**config.mk**
```make
export PLATFORM = sky130hd
export DESIGN_NAME = hazard_ctrl
export DESIGN_NICKNAME = d
export VERILOG_FILES = /design/src/rtl/hazard_ctrl.sv
export SDC_FILE = /design/constraint.sdc
export NUM_CORES = 1
export LEC_CHECK = 0
export ABC_AREA = 1
export ABC_CLOCK_PERIOD_IN_PS = 1700
export BUFFER_PORTS_ARGS = -buffer_cell sky130_fd_sc_hd__buf_2
export CORE_MARGIN = 5
export CORE_UTILIZATION = 49
export CTS_CLUSTER_DIAMETER = 40
export DETAILED_ROUTE_END_ITERATION = 6
export PLACE_DENSITY = 0.8
export SYNTH_ARGS = -nofsm -noshare
export SYNTH_HDL_FRONTEND = slang
export SYNTH_SLANG_ARGS = --single-unit
```
**constraint.sdc**
```tcl
create_clock -name clk -period 1.7 [get_ports clk]
set_input_delay 0.34 -clock clk [delete_from_list [all_inputs] [get_ports clk]]
set_output_delay 0.34 -clock clk [all_outputs]
set_load 0.01 [all_outputs]
```
**src/rtl/hazard_ctrl.sv**
```systemverilog
// -----------------------------------------------------------------------------
// hazard_ctrl
// Pipeline hazard controller for the 5-stage RISC-V core, placed beside ID.
//   - Detects load-use hazards and holds PC and IF/ID for LOAD_STALL_CYCLES
//     cycles, using an IDLE/STALL state machine and a 3-bit down-counter.
//   - Flushes IF/ID and ID/EX on a branch or jump resolved taken in EX. This
//     has priority over any stall and aborts a stall already in progress.
//   - Never treats x0 as a hazard source.
//   - Keeps a saturating count of stalled cycles for performance monitoring.
//
// Optional feature macro: HAZARD_FORWARD_EN
//   defined   : the block generates EX-stage forwarding selects, and only
//               load-use hazards stall.
//   undefined : forwards are tied to 00. A RAW hit against the EX or MEM
//               writer also stalls, for one cycle per hit.
//
// Ports:
//   clk, arst_n                  clock (rising edge), async active-low reset
//   rs1_ID, rs2_ID               sources of the instruction in ID
//   rs1_used_ID, rs2_used_ID     the source is actually read
//   rd_ID_EX, mem_read_ID_EX,
//   reg_write_ID_EX              destination and control of the EX instruction
//   rs1_ID_EX, rs2_ID_EX         EX operand sources (forwarding)
//   rd_EX_MEM, reg_write_EX_MEM  MEM-stage writer
//   rd_MEM_WB, reg_write_MEM_WB  WB-stage writer
//   branch_taken_EX              branch or jump resolved taken in EX
//   pc_write, IF_ID_write        PC and IF/ID enables
//   IF_ID_flush, ID_EX_flush     pipeline register clears
//   forward_a, forward_b         00 regfile, 10 EX/MEM, 01 MEM/WB
//   stall_active                 a stall is applied this cycle
//   stall_count                  saturating count of stalled cycles
// -----------------------------------------------------------------------------
module hazard_ctrl #(
    parameter int REG_ADDR_W        = 5,
    parameter int LOAD_STALL_CYCLES = 1,
    parameter int PERF_W            = 16
) (
    input  logic                  clk,
    input  logic                  arst_n,
    input  logic [REG_ADDR_W-1:0] rs1_ID,
    input  logic [REG_ADDR_W-1:0] rs2_ID,
    input  logic                  rs1_used_ID,
    input  logic                  rs2_used_ID,
    input  logic [REG_ADDR_W-1:0] rd_ID_EX,
    input  logic                  mem_read_ID_EX,
    input  logic                  reg_write_ID_EX,
    input  logic [REG_ADDR_W-1:0] rs1_ID_EX,
    input  logic [REG_ADDR_W-1:0] rs2_ID_EX,
    input  logic [REG_ADDR_W-1:0] rd_EX_MEM,
    input  logic                  reg_write_EX_MEM,
    input  logic [REG_ADDR_W-1:0] rd_MEM_WB,
    input  logic                  reg_write_MEM_WB,
    input  logic                  branch_taken_EX,
    output logic                  pc_write,
    output logic                  IF_ID_write,
    output logic                  IF_ID_flush,
    output logic                  ID_EX_flush,
    output logic [1:0]            forward_a,
    output logic [1:0]            forward_b,
    output logic                  stall_active,
    output logic [PERF_W-1:0]     stall_count
);

    typedef enum logic [0:0] {
        ST_IDLE  = 1'b0,
        ST_STALL = 1'b1
    } state_t;

    // Value loaded into the counter on entering STALL. The IDLE cycle that
    // detects the hazard is the first bubble, and STALL exits when cnt is 0.
    localparam logic [2:0] CNT_INIT = (LOAD_STALL_CYCLES > 1) ? 3'(LOAD_STALL_CYCLES - 2) : 3'd0;

    localparam logic [REG_ADDR_W-1:0] REG_ZERO = {REG_ADDR_W{1'b0}};

    // A register match counts only when the writer is enabled and is not x0.
    function automatic logic hit(input logic [REG_ADDR_W-1:0] r,
                                 input logic [REG_ADDR_W-1:0] rd,
                                 input logic                  we);
        return we && (rd != REG_ZERO) && (r == rd);
    endfunction

    state_t            r_state;
    state_t            w_state_nxt;
    logic [2:0]        r_cnt;
    logic [2:0]        w_cnt_nxt;
    logic [PERF_W-1:0] r_stall_count;
    logic              w_lu_load;
    logic              w_lu;

    // A load in EX always writes its destination, so the write enable is implied.
    assign w_lu_load = mem_read_ID_EX &&
                       ((rs1_used_ID && hit(rs1_ID, rd_ID_EX, 1'b1)) ||
                        (rs2_used_ID && hit(rs2_ID, rd_ID_EX, 1'b1)));

`ifdef HAZARD_FORWARD_EN
    logic w_unused;

    // EX/MEM holds the younger result, so it wins over MEM/WB.
    function automatic logic [1:0] fwd_sel(input logic [REG_ADDR_W-1:0] rs);
        logic [1:0] sel;
        if (hit(rs, rd_EX_MEM, reg_write_EX_MEM)) begin
            sel = 2'b10;
        end else if (hit(rs, rd_MEM_WB, reg_write_MEM_WB)) begin
            sel = 2'b01;
        end else begin
            sel = 2'b00;
        end
        return sel;
    endfunction

    assign w_lu     = w_lu_load;
    assign w_unused = reg_write_ID_EX;

    // Forwarding selects, forced to regfile while in reset.
    always_comb begin
        forward_a = 2'b00;
        forward_b = 2'b00;
        if (arst_n) begin
            forward_a = fwd_sel(rs1_ID_EX);
            forward_b = fwd_sel(rs2_ID_EX);
        end else begin
            forward_a = 2'b00;
            forward_b = 2'b00;
        end
    end
`else
    logic w_raw;
    logic w_unused;

    // Without forwarding, any pending write by EX or MEM to a source read in ID is a hazard.
    assign w_raw = (rs1_used_ID && (hit(rs1_ID, rd_ID_EX, reg_write_ID_EX) ||
                                    hit(rs1_ID, rd_EX_MEM, reg_write_EX_MEM))) ||
                   (rs2_used_ID && (hit(rs2_ID, rd_ID_EX, reg_write_ID_EX) ||
                                    hit(rs2_ID, rd_EX_MEM, reg_write_EX_MEM)));

    assign w_lu      = w_lu_load || w_raw;
    assign forward_a = 2'b00;
    assign forward_b = 2'b00;
    assign w_unused  = ^{rs1_ID_EX, rs2_ID_EX, rd_MEM_WB, reg_write_MEM_WB};
`endif

    // State, stall counter and performance counter registers.
    always_ff @(posedge clk or negedge arst_n) begin
        if (!arst_n) begin
            r_state       <= ST_IDLE;
            r_cnt         <= 3'd0;
            r_stall_count <= {PERF_W{1'b0}};
        end else begin
            r_state <= w_state_nxt;
            r_cnt   <= w_cnt_nxt;
            if (stall_active && (r_stall_count != {PERF_W{1'b1}})) begin
                r_stall_count <= r_stall_count + {{(PERF_W-1){1'b0}}, 1'b1};
            end else begin
                r_stall_count <= r_stall_count;
            end
        end
    end

    // Next-state logic. A taken branch overrides everything. Non-load hazards
    // never enter STALL.
    always_comb begin
        w_state_nxt = r_state;
        w_cnt_nxt   = r_cnt;
        if (branch_taken_EX) begin
            w_state_nxt = ST_IDLE;
            w_cnt_nxt   = 3'd0;
        end else begin
            case (r_state)
                ST_IDLE: begin
                    if (w_lu_load && (LOAD_STALL_CYCLES > 1)) begin
                        w_state_nxt = ST_STALL;
                        w_cnt_nxt   = CNT_INIT;
                    end else begin
                        w_state_nxt = ST_IDLE;
                        w_cnt_nxt   = r_cnt;
                    end
                end
                ST_STALL: begin
                    if (r_cnt == 3'd0) begin
                        w_state_nxt = ST_IDLE;
                        w_cnt_nxt   = 3'd0;
                    end else begin
                        w_state_nxt = ST_STALL;
                        w_cnt_nxt   = r_cnt - 3'd1;
                    end
                end
                default: begin
                    w_state_nxt = ST_IDLE;
                    w_cnt_nxt   = 3'd0;
                end
            endcase
        end
    end

    // Mealy control outputs. The pipeline runs freely while in reset.
    always_comb begin
        pc_write     = 1'b1;
        IF_ID_write  = 1'b1;
        IF_ID_flush  = 1'b0;
        ID_EX_flush  = 1'b0;
        stall_active = 1'b0;
        if (!arst_n) begin
            pc_write = 1'b1;
        end else if (branch_taken_EX) begin
            IF_ID_flush = 1'b1;
            ID_EX_flush = 1'b1;
        end else if ((r_state == ST_STALL) || w_lu) begin
            pc_write     = 1'b0;
            IF_ID_write  = 1'b0;
            ID_EX_flush  = 1'b1;
            stall_active = 1'b1;
        end else begin
            pc_write = 1'b1;
        end
    end

    assign stall_count = r_stall_count;

endmodule

```
# ---- Yosys cells after proc, flatten, opt, wreduce, memory -nomap -nowiden
# Index checks and enable logic that the tools add are counted.
dict set report word_totals {
  reg_bits 20
  in_bits 44
  output_inout_bits 25
}
dict set report classes {
  n_addsub 2
  eq_ne 6
  n_mux 16
  bitwise_logic 1
  n_reduce_logical 23
}
# operator n
set ops {}
lappend ops {{== test 5 bit} 4}
lappend ops {{adder 16 x 1 -> 16 bit, second input constant} 1}
lappend ops {{!= test 16 bit, second input constant} 1}
lappend ops {{logical AND 1 bit} 14}
lappend ops {{2-to-1 mux 1 bit} 12}
lappend ops {{nonzero test 5 bit} 2}
lappend ops {{2-to-1 mux 3 bit} 3}
lappend ops {{logical OR 1 bit} 6}
lappend ops {{zero test 3 bit} 1}
lappend ops {{subtractor 3 x 1 -> 3 bit, second input constant} 1}
lappend ops {{!= test 2 bit, second input constant} 1}
lappend ops {{one-hot mux 1 bit (2 select lines)} 1}
lappend ops {{inverter 1 bit} 1}

# ---- Depth between registers and ports, before layout
# Gate-level depths: netlist (run 1).
dict set report logic_depth {
  ltp_word 12
  ltp_mapped 12
}

# ---- Worst setup path after synthesis (run 1)
# Ideal clock, no wire load.
dict set report synth_timing {
  path_type {input to output}
  from {input rd_ID_EX[2]}
  to {output pc_write}
  t_arrival_ns 1.329
  required_ns 1.360
  setup_slack_ns 0.031
  path_stages 9
  n_path_buf 2
  path_cell_list {nor3_1 -> nand3_1 -> o21ai_0 -> inv_1 -> nand2_1 -> nand3_2 -> buf_4 -> nand2_1 -> buf_4}
}
dict set report synth_via {
  elab_chain_cells 11
  word_cells_on_any_way 22
  classes_between {eq/ne: 2; mux: 3; reduce/logical: 17}
}
# item line
set synth_lines {}
lappend synth_lines {{start, declared} 44} ;# input logic [REG_ADDR_W-1:0] rd_ID_EX,
lappend synth_lines {{nonzero test 5 bit} 79} ;# return we && (rd != REG_ZERO) && (r == rd);
lappend synth_lines {{logical AND 1 bit (2 in a row)} 79}
lappend synth_lines {{logical OR 1 bit (on tied branches)} {131, 133}}
lappend synth_lines {{logical AND 1 bit (on tied branches)} {131, 133}}
lappend synth_lines {{logical OR 1 bit} 132} ;# hit(rs1_ID, rd_EX_MEM, reg_write_EX_MEM))) ||
lappend synth_lines {{logical OR 1 bit (*)} 136} ;# assign w_lu = w_lu_load || w_raw;
lappend synth_lines {{logical OR 1 bit (*)} 207} ;# end else if ((r_state == ST_STALL) || w_lu) begin
lappend synth_lines {{2-to-1 mux 1 bit (*) (3 in a row)} n/a}
lappend synth_lines {{end, declared} 54} ;# output logic pc_write,
# Every way passes the cells marked *; elsewhere a longest branch is shown, timed or not.

# ---- Final worst setup path (run 1)
dict set report layout_timing {
  from {input rd_ID_EX[3]}
  to {output ID_EX_flush}
}
dict set report layout_via {
  elab_chain_cells 11
  word_cells_on_any_way 22
  classes_between {eq/ne: 2; mux: 3; reduce/logical: 17}
}
# item line
set layout_lines {}
lappend layout_lines {{nonzero test 5 bit} 79}
lappend layout_lines {{logical AND 1 bit (2 in a row)} 79}
lappend layout_lines {{logical OR 1 bit (on tied branches)} {131, 133}}
lappend layout_lines {{logical AND 1 bit (on tied branches)} {131, 133}}
lappend layout_lines {{logical OR 1 bit} 132}
lappend layout_lines {{logical OR 1 bit (*)} 136}
lappend layout_lines {{logical OR 1 bit (*)} 207}
lappend layout_lines {{2-to-1 mux 1 bit (*)} 207}
lappend layout_lines {{2-to-1 mux 1 bit (*)} 204} ;# end else if (branch_taken_EX) begin
lappend layout_lines {{2-to-1 mux 1 bit (*)} 202} ;# if (!arst_n) begin
lappend layout_lines {{end, declared} 57} ;# output logic ID_EX_flush,
# Marked as above.

==> results of run 1 <==
cell type report:
| class | count | area share |
|---|---|---|
| repair buffers | 72 | 0.2030 |
| inverters | 44 | 0.07275 |
| multi-input cells | 207 | 0.4723 |
| flip-flops and latches | 20 | 0.2172 |
| clock buffers | 3 | 0.009772 |
| well taps | 46 | 0.02497 |
through the flow:
stage	cells	hold slack, ns	utilization
floorplan	282	0.04441	-
global placement	385	0.2856	0.6305
detailed placement	385	0.2887	0.6305
CTS	390	0.2633	0.6508
global route	392	0.2670	0.6800
finish	392	0.2599	0.6800
report_power, final:
group	switching (mW)	leakage, nW	total [mW]	internal, mW
Combinational	0.197	1.13	0.342	0.146
Sequential	0.0185	0.277	0.519	0.500
Clock	0.148	0.0138	0.231	0.0826
Total	0.363	1.42	1.09	0.728
sequential cells by signal (all words and copies together) (netlist names):
| name | count |
|---|---|
| stall_count | 16 |
| r_cnt | 3 |
| r_state | 1 |
logic make-up (layout without fill, tap and decap cells):
kind of cell / after synthesis / count (layout) / synth area share
adder cells (fa/ha/maj): 3 / 3 / 0.02140
AND/OR/NAND/NOR: 183 / 183 / 0.4865
buffers and inverters: 55 / 119 / 0.1377
other: 1 / 4 / 0.002138
flip-flops: 20 / 20 / 0.2853
XOR/XNOR: 8 / 8 / 0.03994
AO/OA/AOI/OAI: 9 / 9 / 0.02710
layer usage:
metal	vias to the layer above	wire length, um
met4	0	32
met2	48	2235
li1	1000	-
met3	4	232
met5	-	0
met1	902	2074
cell usage after synthesis:
cell type / number
a21oi_1: 3
and3_4: 1
buf_2: 1
buf_4: 9
clkbuf_1: 1
conb_1: 1
dfrtp_1: 20
ha_1: 3
inv_1: 44
nand2_1: 105
nand2_2: 1
nand3_1: 14
nand3_2: 5
nand3b_1: 1
nand3b_2: 1
nand4_1: 18
nand4_4: 1
nor2_1: 27
nor2_2: 2
nor2b_4: 1
nor3_1: 5
nor3_4: 1
o21a_1: 1
o21ai_0: 5
xnor2_1: 1
xor2_1: 7
repair_timing:
action                                  4_1_cts  5_1_grt
endpoints found under the hold margin        20        0
endpoints found under the setup margin        4       16
hold buffers                                  2        0
resized for setup                             7       25
setup buffers                                 0        2
pin swaps                                     6       11
path summary, 6_finish.rpt:
check / start / to / slack [ns] / depth (start not counted)
worst max-delay path: rd_ID_EX[3] / ID_EX_flush / 0.02 / 13
worst min-delay path: branch_taken_EX / r_state / 0.26 / 2
worst max register to register: stall_count[0] / stall_count[3] / 0.13 / 7
worst min register to register: r_state / r_cnt[1] / 0.51 / 1
max in group asynchronous: arst_n / r_cnt[1] / 0.68 / 3
min in group asynchronous: arst_n / stall_count[6] / 0.64 / 3
==> results.txt, run 1 <==
RSZ-0062 raised after global routing: true
H-tree Lvls: 1
clock buffer depth: 2
post-synth cell types: 26
final wirelength: 4.575 mm
via-per-instance ratio: 4.985
CTS sink count: 20
commonest non-fill, non-tap cell in the layout: nand2_1
global route total overflow: 0
Synth Warn #: 0
TritonCTS clock tree: yes
layout cells sized above 1: 0.2832
first-pass GRT wire length: 7.507 mm
Slew @ Worst Pin: 0.5245 ns
layer with the highest usage: met2
fin crit share: 0.9895
synth top area cells: dfrtp_1, nand2_1, inv_1
FF+latch area: 500.5 um^2
Area Overhead vs Synth: 31.38%
DRT Pass-1 Iters: 5
Synth Cell Area: 1754 um^2
GR Layer Usage met1: 0.2478
Die X: 69.83 um
crit-path max cell delay: 0.13 ns
VDD IR-drop max: 0.3147 mV
crit-path max FO: 4
Seq/Total Area, Yosys: 0.2853
commonest cells after routing, fill and taps aside: nand2_1, buf_2, inv_1
Rows: 21
critical path arrival: 1.34 ns
final setup TNS: 0 ns
Initial DRC Count: 106
pin count of the biggest net entering global routing: 16
cell taking the most area after synthesis: dfrtp_1
die area: 4876 um^2
initial antenna violation count: 0
critical path's slowest cell: buf_2
Max Clk Rate: 0.5945 GHz
via count: 1954
#FFs+latches synth: 20
Filler Cell Count: 306
setup ws final: 0.01792 ns
CP Data Required Time: 1.36 ns
Die H: 69.83 um
PD cells: 473.6 nW/um^2
Root Driver: clkbuf_4
syn avg cell area: 6.287 um^2
worst hold path type: input port to register
Final Hold Fails: 0
CTS buffer count: 3
GR Util All Layers: 0.1850
crit path cell chain: buf_8 > buf_6 > inv_4 > nand2_2 > nand2_2 > nor2_1 > nand3_1 > nand2_1 > nand2_2 > nand3_4 > nand2_1 > nand2_1 > buf_2
Worst-path clk slew: 0.11 ns
vias in the first global route: 1781
Leak: 1.423 nW
Rel. slew slack: 0.6492
post-synthesis instance total: 279
met2 usage: 0.3127
Pwr Total: 1.091 mW
placement-stage cell area: 2137 um^2
cell family with most CP delay: simple AND/OR/NAND/NOR gates
routability cong.: 0.8517
PortBufs: 48
final setup violation count: 0
Initial Util: 0.5175
Final Instance Area: 2305 um^2
Tmin final: 1.682 ns
Multi-input gate area: 1089 um^2
Yosys top cell area share: 0.2853
Max Slew Vio Count: 0
Crit. End Element: output pin
ant diodes: 0
DP HPWL: 3.621 mm
CP Buf/Inv Count: 4
Max-Cap Viols: 0
status: completed
fin nets: 395
met3 Use GR: 0.02319
residual DRC count: 0
Setup Crit Path Kind: input port to output pin
Final ANT Viol Nets: 0
I/O pin count: 69
skew final: 0.002491 ns
DP Worst Slack: -0.1229 ns
Worst setup SP type: input port
Skew-Pair Late Insertion Delay: 0.30 ns
routed len/inst: 11.67 um
core area: 3390 um^2
Note: power is estimated with default switching activity, not from simulation.
==> run 2: changes to the inputs <==
==> constraint.sdc (replaced) <==
create_clock -name clk -period 1.7 [get_ports clk]
set_input_delay 0.34 -clock clk [delete_from_list [all_inputs] [get_ports clk]]
set_output_delay 0.34 -clock clk [all_outputs]
set_load 0.05 [all_outputs]
==> run 2 against run 1 <==
- the flow now finishes with violations (setup timing)
- wire length up 13%
- combinational power up 43%
- non-clock buffer count down 4
- sequential cell count unchanged
- core utilization up 5.2 points
- clock skew up 0.0044 ns
- power up 31%
- via count up 2.6%
- count of clock-buffer cells in the layout unchanged
- sequential power up 3%
- critical path type unchanged
==> results.txt, run 2 (synthesis gave the netlist of run 1 again) <==
global route total overflow: 0 (unchanged)
Area Overhead vs Synth: 41.44% (was 31.38%)
Max-Cap Viols: 0 (unchanged)
Final Hold Fails: 0 (unchanged)
PD cells: 575.8 nW/um^2 (was 473.6 nW/um^2)
clock buffer depth: 2 (unchanged)
RSZ-0062 raised after global routing: true (unchanged)
final wirelength: 5.177 mm (was 4.575 mm)
die area: 4876 um^2 (unchanged)
first-pass GRT wire length: 7.479 mm (was 7.507 mm)
CTS buffer count: 3 (unchanged)
Worst-path clk slew: 0.13 ns (was 0.11 ns)
TritonCTS clock tree: yes (unchanged)
fin nets: 393 (was 395)
DRT Pass-1 Iters: 4 (was 5)
commonest non-fill, non-tap cell in the layout: nand2_1 (unchanged)
Tmin final: 1.715 ns (was 1.682 ns)
Final ANT Viol Nets: 0 (unchanged)
vias in the first global route: 1757 (was 1781)
critical path arrival: 1.37 ns (was 1.34 ns)
Leak: 1.405 nW (was 1.423 nW)
DP HPWL: 3.541 mm (was 3.621 mm)
skew final: 0.006928 ns (was 0.002491 ns)
Die X: 69.83 um (unchanged)
initial antenna violation count: 0 (unchanged)
CTS sink count: 20 (unchanged)
core area: 3390 um^2 (unchanged)
Largest register FFs: 16 (unchanged)
Max Clk Rate: 0.5832 GHz (was 0.5945 GHz)
Initial DRC Count: 178 (was 106)
Worst setup SP type: input port (unchanged)
pin count of the biggest net entering global routing: 24 (was 16)
PortBufs: 48 (unchanged)
commonest cells after routing, fill and taps aside: nand2_1, inv_1, buf_2 (was nand2_1, buf_2, inv_1)
Skew-Pair Late Insertion Delay: 0.31 ns (was 0.30 ns)
status: complete, but fails checks (was completed)
hold-fix buffers at CTS: 0 (was 2)
ant diodes: 0 (unchanged)
Max Slew Vio Count: 0 (unchanged)
Crit. End Element: output pin (unchanged)
failing checks: setup timing
setup ws final: -0.01457 ns (was 0.01792 ns)
crit-path max FO: 3 (was 4)
via count: 2004 (was 1954)
Hold WS: 0.04120 ns (was 0.2599 ns)
I/O pin count: 69 (unchanged)
CP Data Required Time: 1.36 ns (about the same)
Initial Util: 0.5175 (unchanged)
VDD IR-drop max: 0.4145 mV (was 0.3147 mV)
routability cong.: 0.8420 (was 0.8517)
GR Util All Layers: 0.1820 (was 0.1850)
layout cells sized above 1: 0.3623 (was 0.2832)
residual DRC count: 0 (unchanged)
Die H: 69.83 um (unchanged)
final setup violation count: 1 (was 0)
Rows: 21 (unchanged)
Root Driver: clkbuf_4 (unchanged)
via-per-instance ratio: 5.125 (was 4.985)
Filler Cell Count: 240 (was 306)
Setup Crit Path Kind: input port to output pin (unchanged)
routed len/inst: 13.24 um (was 11.67 um)
fin crit share: 1.009 (was 0.9895)
Pwr Total: 1.429 mW (was 1.091 mW)
worst hold path type: input port to asynchronous set/reset pin (was input port to register)
H-tree Lvls: 1 (unchanged)
run 2: cell types whose count changed in the layout (fill, tap and decap cells not counted), sizes merged:
cell	before	now
nand4	19	20
bufinv	0	1
buf	70	68
nand3	19	20
clkinvlp	0	1
inv	44	43
dlygate4sd3	2	0
run 2: layout make-up:
| class | count | area [um^2] | area share |
|---|---|---|---|
| Sequential cell | 20 | 508.0 | 0.2047 |
| Clock inverter | 1 | 30.03 | 0.01210 |
| Inverter | 44 | 176.4 | 0.07110 |
| Clock buffer | 3 | 22.52 | 0.009077 |
| Multi-Input combinational cell | 209 | 1164 | 0.4690 |
| Tap cell | 46 | 57.56 | 0.02320 |
| Timing Repair Buffer | 68 | 523.0 | 0.2108 |
run 2: metal layers:
layer | share of wire | vias up | track usage
met5 | 0 | - | 0
met4 | 0.015 | 0 | 0.04043
met3 | 0.065 | 10 | 0.03913
met2 | 0.50 | 87 | 0.3221
met1 | 0.42 | 907 | 0.2244
li1 | - | 1000 | -
run 2: report_power, final:
group | switching (mW) | leakage [nW] | internal [mW]
logic | 0.309 | 1.11 | 0.181
clock network | 0.164 | 0.0279 | 0.238
registers | 0.0320 | 0.268 | 0.505
total | 0.505 | 1.40 | 0.924
run 2: path summary, 6_finish.rpt:
path	from	to	slack (ns)	cells past startpoint
max	rs2_ID[3]	stall_active	-0.01	12
min	arst_n	stall_count[7]	0.04	2
max reg2reg	stall_count[1]	stall_count[10]	0.06	7
min reg2reg	r_state	r_cnt[1]	0.52	1
max in group asynchronous	arst_n	stall_count[12]	1.42	2
min in group clk	branch_taken_EX	r_state	0.24	2
run 2: metrics by stage:
step                      utilization  setup WS [ns]   TNS, ns  cell area [um^2]  instances
after floorplan                     -       -0.04197  -0.04366              1805        282
after global placement         0.6216        -0.1844    -1.702              2107        376
after detailed placement       0.6216        -0.1971    -2.112              2107        376
after CTS                      0.6556       -0.01773  -0.03046              2222        382
after global routing           0.7320        -0.1020   -0.5143              2481        391
final                          0.7320       -0.01457  -0.01457              2481        391
run 2: timing repair:
action	CTS	global route
gates cloned	0	2
buffers inserted	2	7
gates resized for setup	17	57
pin swaps	8	28
setup endpoints to repair	4	20
run 2: critical path, cell delays in order:
cell,delay (ns)
buf_2,0.11
inv_1,0.08
nand2_1,0.07
nand2_1,0.07
nor2_1,0.04
nand3_1,0.09
nand2_1,0.07
nand2_2,0.07
nand3_4,0.12
nand2_8,0.09
clkinvlp_4,0.08
buf_8,0.15
==> run 3: changes to the inputs <==
--- a/config.mk
+++ b/config.mk
@@ -5,11 +5,10 @@
 export SDC_FILE = /design/constraint.sdc
 export NUM_CORES = 1
 export LEC_CHECK = 0
-export ABC_AREA = 1
 export ABC_CLOCK_PERIOD_IN_PS = 1700
 export BUFFER_PORTS_ARGS = -buffer_cell sky130_fd_sc_hd__buf_2
 export CORE_MARGIN = 5
-export CORE_UTILIZATION = 49
+export CORE_UTILIZATION = 46
 export CTS_CLUSTER_DIAMETER = 40
 export DETAILED_ROUTE_END_ITERATION = 6
 export PLACE_DENSITY = 0.8
==> run 3 against run 2 <==
- the flow still finishes with violations (setup timing)
- synthesized cell count fell by 51%
- final cell count fell by 39%
- critical path depth fell by 4
==> results.txt, run 3 <==
via-per-instance ratio: 5.171 (was 5.125)
clock buffer depth: 2 (unchanged)
net switching power: 467.9 uW (was 504.5 uW)
cell family with most CP delay: simple AND/OR/NAND/NOR gates (unchanged)
final setup violation count: 9 (was 1)
status: complete, but fails checks (unchanged)
critical path arrival: 1.76 ns (was 1.37 ns)
routed len/inst: 16.08 um (was 13.24 um)
CTS buffer count: 3 (unchanged)
Area Overhead vs Synth: 51.81% (was 41.44%)
CP Data Required Time: 1.36 ns (about the same)
Cells after DPL: 232 (was 376)
DP HPWL: 2.918 mm (was 3.541 mm)
via count: 1241 (was 2004)
skew final: 0.01436 ns (was 0.006928 ns)
Max Clk Rate: 0.4769 GHz (was 0.5832 GHz)
Initial DRC Count: 33 (was 178)
Max-Cap Viols: 0 (unchanged)
Stages on worst setup path: 8 (was 12)
layout cells sized above 1: 0.5749 (was 0.3623)
fin nets: 255 (was 393)
Final Hold Fails: 0 (unchanged)
CP Buf/Inv Count: 4 (unchanged)
DP Worst Slack: -0.5248 ns (was -0.1971 ns)
CTS sink count: 20 (unchanged)
power share of the sequential group: 0.422 (was 0.376)
Max Slew Vio Count: 0 (unchanged)
cell taking the most area after synthesis: dfrtp_1 (unchanged)
core area: 2978 um^2 (was 3390 um^2)
Worst setup SP type: input port (unchanged)
final wirelength: 3.858 mm (was 5.177 mm)
top_reg_cell synth: dfrtp_1 (unchanged)
H-tree Lvls: 1 (unchanged)
Rows: 20 (was 21)
final cell count without fillers: 240 (was 391)
Yosys top cell area share: 0.3610 (was 0.2853)
Post-synth top cells: dfrtp_1, xnor2_1, xor2_1, and3_1, nor2_1 (was nand2_1, inv_1, nor2_1, dfrtp_1, nand4_1)
Setup Crit Path Kind: input port to output pin (unchanged)
post-synthesis async set-or-reset flop share: 1.000 (unchanged)
die area: 4211 um^2 (was 4876 um^2)
global route total overflow: 0 (unchanged)
Int Pwr: 805.7 uW (was 924.0 uW)
crit-path max cell delay: 0.54 ns (was 0.15 ns)
Comb pwr share: 0.395 (was 0.343)
failing checks: setup timing (unchanged)
worst hold path type: input port to asynchronous set/reset pin (unchanged)
Sw Share: 0.3674 (was 0.3532)
Initial Util: 0.4655 (was 0.5175)
Synth Warn #: 0 (unchanged)
critical path's slowest cell: or4_4 (was buf_8)
PD cells: 605.2 nW/um^2 (was 575.8 nW/um^2)
Synth Cell Area: 1386 um^2 (was 1754 um^2)
Clock power frac: 0.183 (was 0.281)
Seq/Total Area, Yosys: 0.3610 (was 0.2853)
routability cong.: 0.9317 (was 0.8420)
Largest register FFs: 16 (unchanged)
Reg2Reg Depth: 5 (was 7)
ant diodes: 0 (unchanged)
VDD IR-drop max: 0.7364 mV (was 0.4145 mV)
pin count of the biggest net entering global routing: 17 (was 24)
post-synthesis instance total: 136 (was 279)
Die X: 64.90 um (was 69.83 um)
DRT Pass-1 Iters: 4 (unchanged)
vias in the first global route: 1375 (was 1757)
TritonCTS clock tree: yes (unchanged)
commonest cells after routing, fill and taps aside: buf_2, buf_4, xnor2_1 (was nand2_1, inv_1, buf_2)
crit-path max FO: 3 (unchanged)
commonest non-fill, non-tap cell in the layout: buf_2 (was nand2_1)
syn avg cell area: 10.19 um^2 (was 6.287 um^2)
most common cell in the netlist: dfrtp_1 (was nand2_1)
GR Util All Layers: 0.1815 (was 0.1820)
Skew-Pair Late Insertion Delay: 0.30 ns (was 0.31 ns)
RSZ-0062 raised after global routing: true (unchanged)
setup ws final: -0.3967 ns (was -0.01457 ns)
Root Driver: clkbuf_4 (unchanged)
EDFF count, synth: 0 (unchanged)
Die H: 64.90 um (was 69.83 um)
Crit. End Element: output pin (unchanged)
initial antenna violation count: 0 (unchanged)
Final ANT Viol Nets: 0 (unchanged)
post-synth cell types: 34 (was 26)
residual DRC count: 0 (unchanged)
I/O pin count: 69 (unchanged)
synth top area cells: dfrtp_1, xnor2_1, xor2_1 (was dfrtp_1, nand2_1, inv_1)
crit path cell chain: buf_6 > or4_4 > o21ai_4 > o221ai_4 > buf_12 > nand2_8 > clkinvlp_4 > buf_8 (was buf_2 > inv_1 > nand2_1 > nand2_1 > nor2_1 > nand3_1 > nand2_1 > nand2_2 > nand3_4 > nand2_8 > clkinvlp_4 > buf_8)
PortBufs: 48 (unchanged)
fin crit share: 1.233 (was 1.009)
Worst-path clk slew: 0.12 ns (was 0.13 ns)
Tmin final: 2.097 ns (was 1.715 ns)
Filler Cell Count: 218 (was 240)
#FFs+latches synth: 20 (unchanged)
Leak: 0.9576 nW (was 1.405 nW)
first-pass GRT wire length: 6.072 mm (was 7.479 mm)
-- run 3: worst register-to-register path, cell delays in order (launching register included) --
cell and delay [ns]:
dfrtp_2 0.38, nand3_1 0.19, nor4_4 0.40, a21oi_4 0.10, and2_4 0.18, mux2_4 0.29
-- run 3: power groups by stage --
stage	Clock (mW)	Combinational (mW)	Sequential [mW]
2_1_floorplan	0	0.177	0.651
3_3_place_gp	0	0.451	0.545
3_5_place_dp	0	0.458	0.547
4_1_cts	0.239	0.483	0.538
5_1_grt	0.258	0.529	0.540
6_report	0.233	0.503	0.537
-- run 3: cell families (layout without fill, tap and decap cells) --
logic type,count (synthesis),after routing,synth area share
compound gates,9,9,0.06589
xor+xnor,35,35,0.2265
other cells,1,4,0.002705
mux,2,2,0.01805
fa+ha+maj,3,3,0.02708
buf+inv,11,79,0.04874
simple gates,55,55,0.2500
flops,20,20,0.3610
-- run 3: worst paths after layout --
path                                 start               to  slack, ns
hold / removal                      arst_n   stall_count[9]       0.02
hold reg to reg            stall_count[15]  stall_count[15]       0.49
max in group asynchronous           arst_n          r_state       0.94
setup / recovery              rd_EX_MEM[1]     stall_active      -0.40
min in group clk           branch_taken_EX         r_cnt[1]       0.32
setup reg to reg            stall_count[7]   stall_count[1]       0.05
-- run 3: metrics by stage --
| step | util | hold WS (ns) | area (um^2) | total power [mW] | setup TNS [ns] |
|---|---|---|---|---|---|
| finish | 0.7067 | 0.02235 | 2105 | 1.274 | -1.712 |
| global placement | 0.6336 | 0.2940 | 1887 | 0.9955 | -6.220 |
| floorplan | - | 0.04441 | 1506 | 0.8280 | -1.425 |
| detailed placement | 0.6336 | 0.3007 | 1887 | 1.005 | -7.340 |
| global route | 0.7067 | 0.03868 | 2105 | 1.327 | -3.284 |
| CTS | 0.6744 | 0.02364 | 2008 | 1.259 | -1.654 |
-- run 3: metal layers --
| metal | vias to the layer above | routed length (um) | track usage |
|---|---|---|---|
| met1 | 591 | 1601 | 0.2061 |
| li1 | 604 | - | - |
| met2 | 42 | 2044 | 0.3550 |
| met4 | 0 | 38 | 0.04485 |
| met5 | - | 0 | 0 |
| met3 | 4 | 174 | 0.01906 |
-- run 3: timing repair --
action / CTS / global route
endpoints found under the setup margin: 13 / 20
endpoints found under the hold margin: 4 / 0
hold buffers: 1 / 0
pin swaps: 7 / 6
resized for setup: 20 / 19
setup buffers: 1 / 3
-- run 3: area by class of cell --
class	count	area, um^2	area share
well taps	33	41.29	0.01962
multi-input cells	108	970.9	0.4614
inverters	5	22.52	0.01070
flip-flops and latches	20	520.5	0.2473
repair buffers	70	523.0	0.2485
clock buffers	4	26.28	0.01249
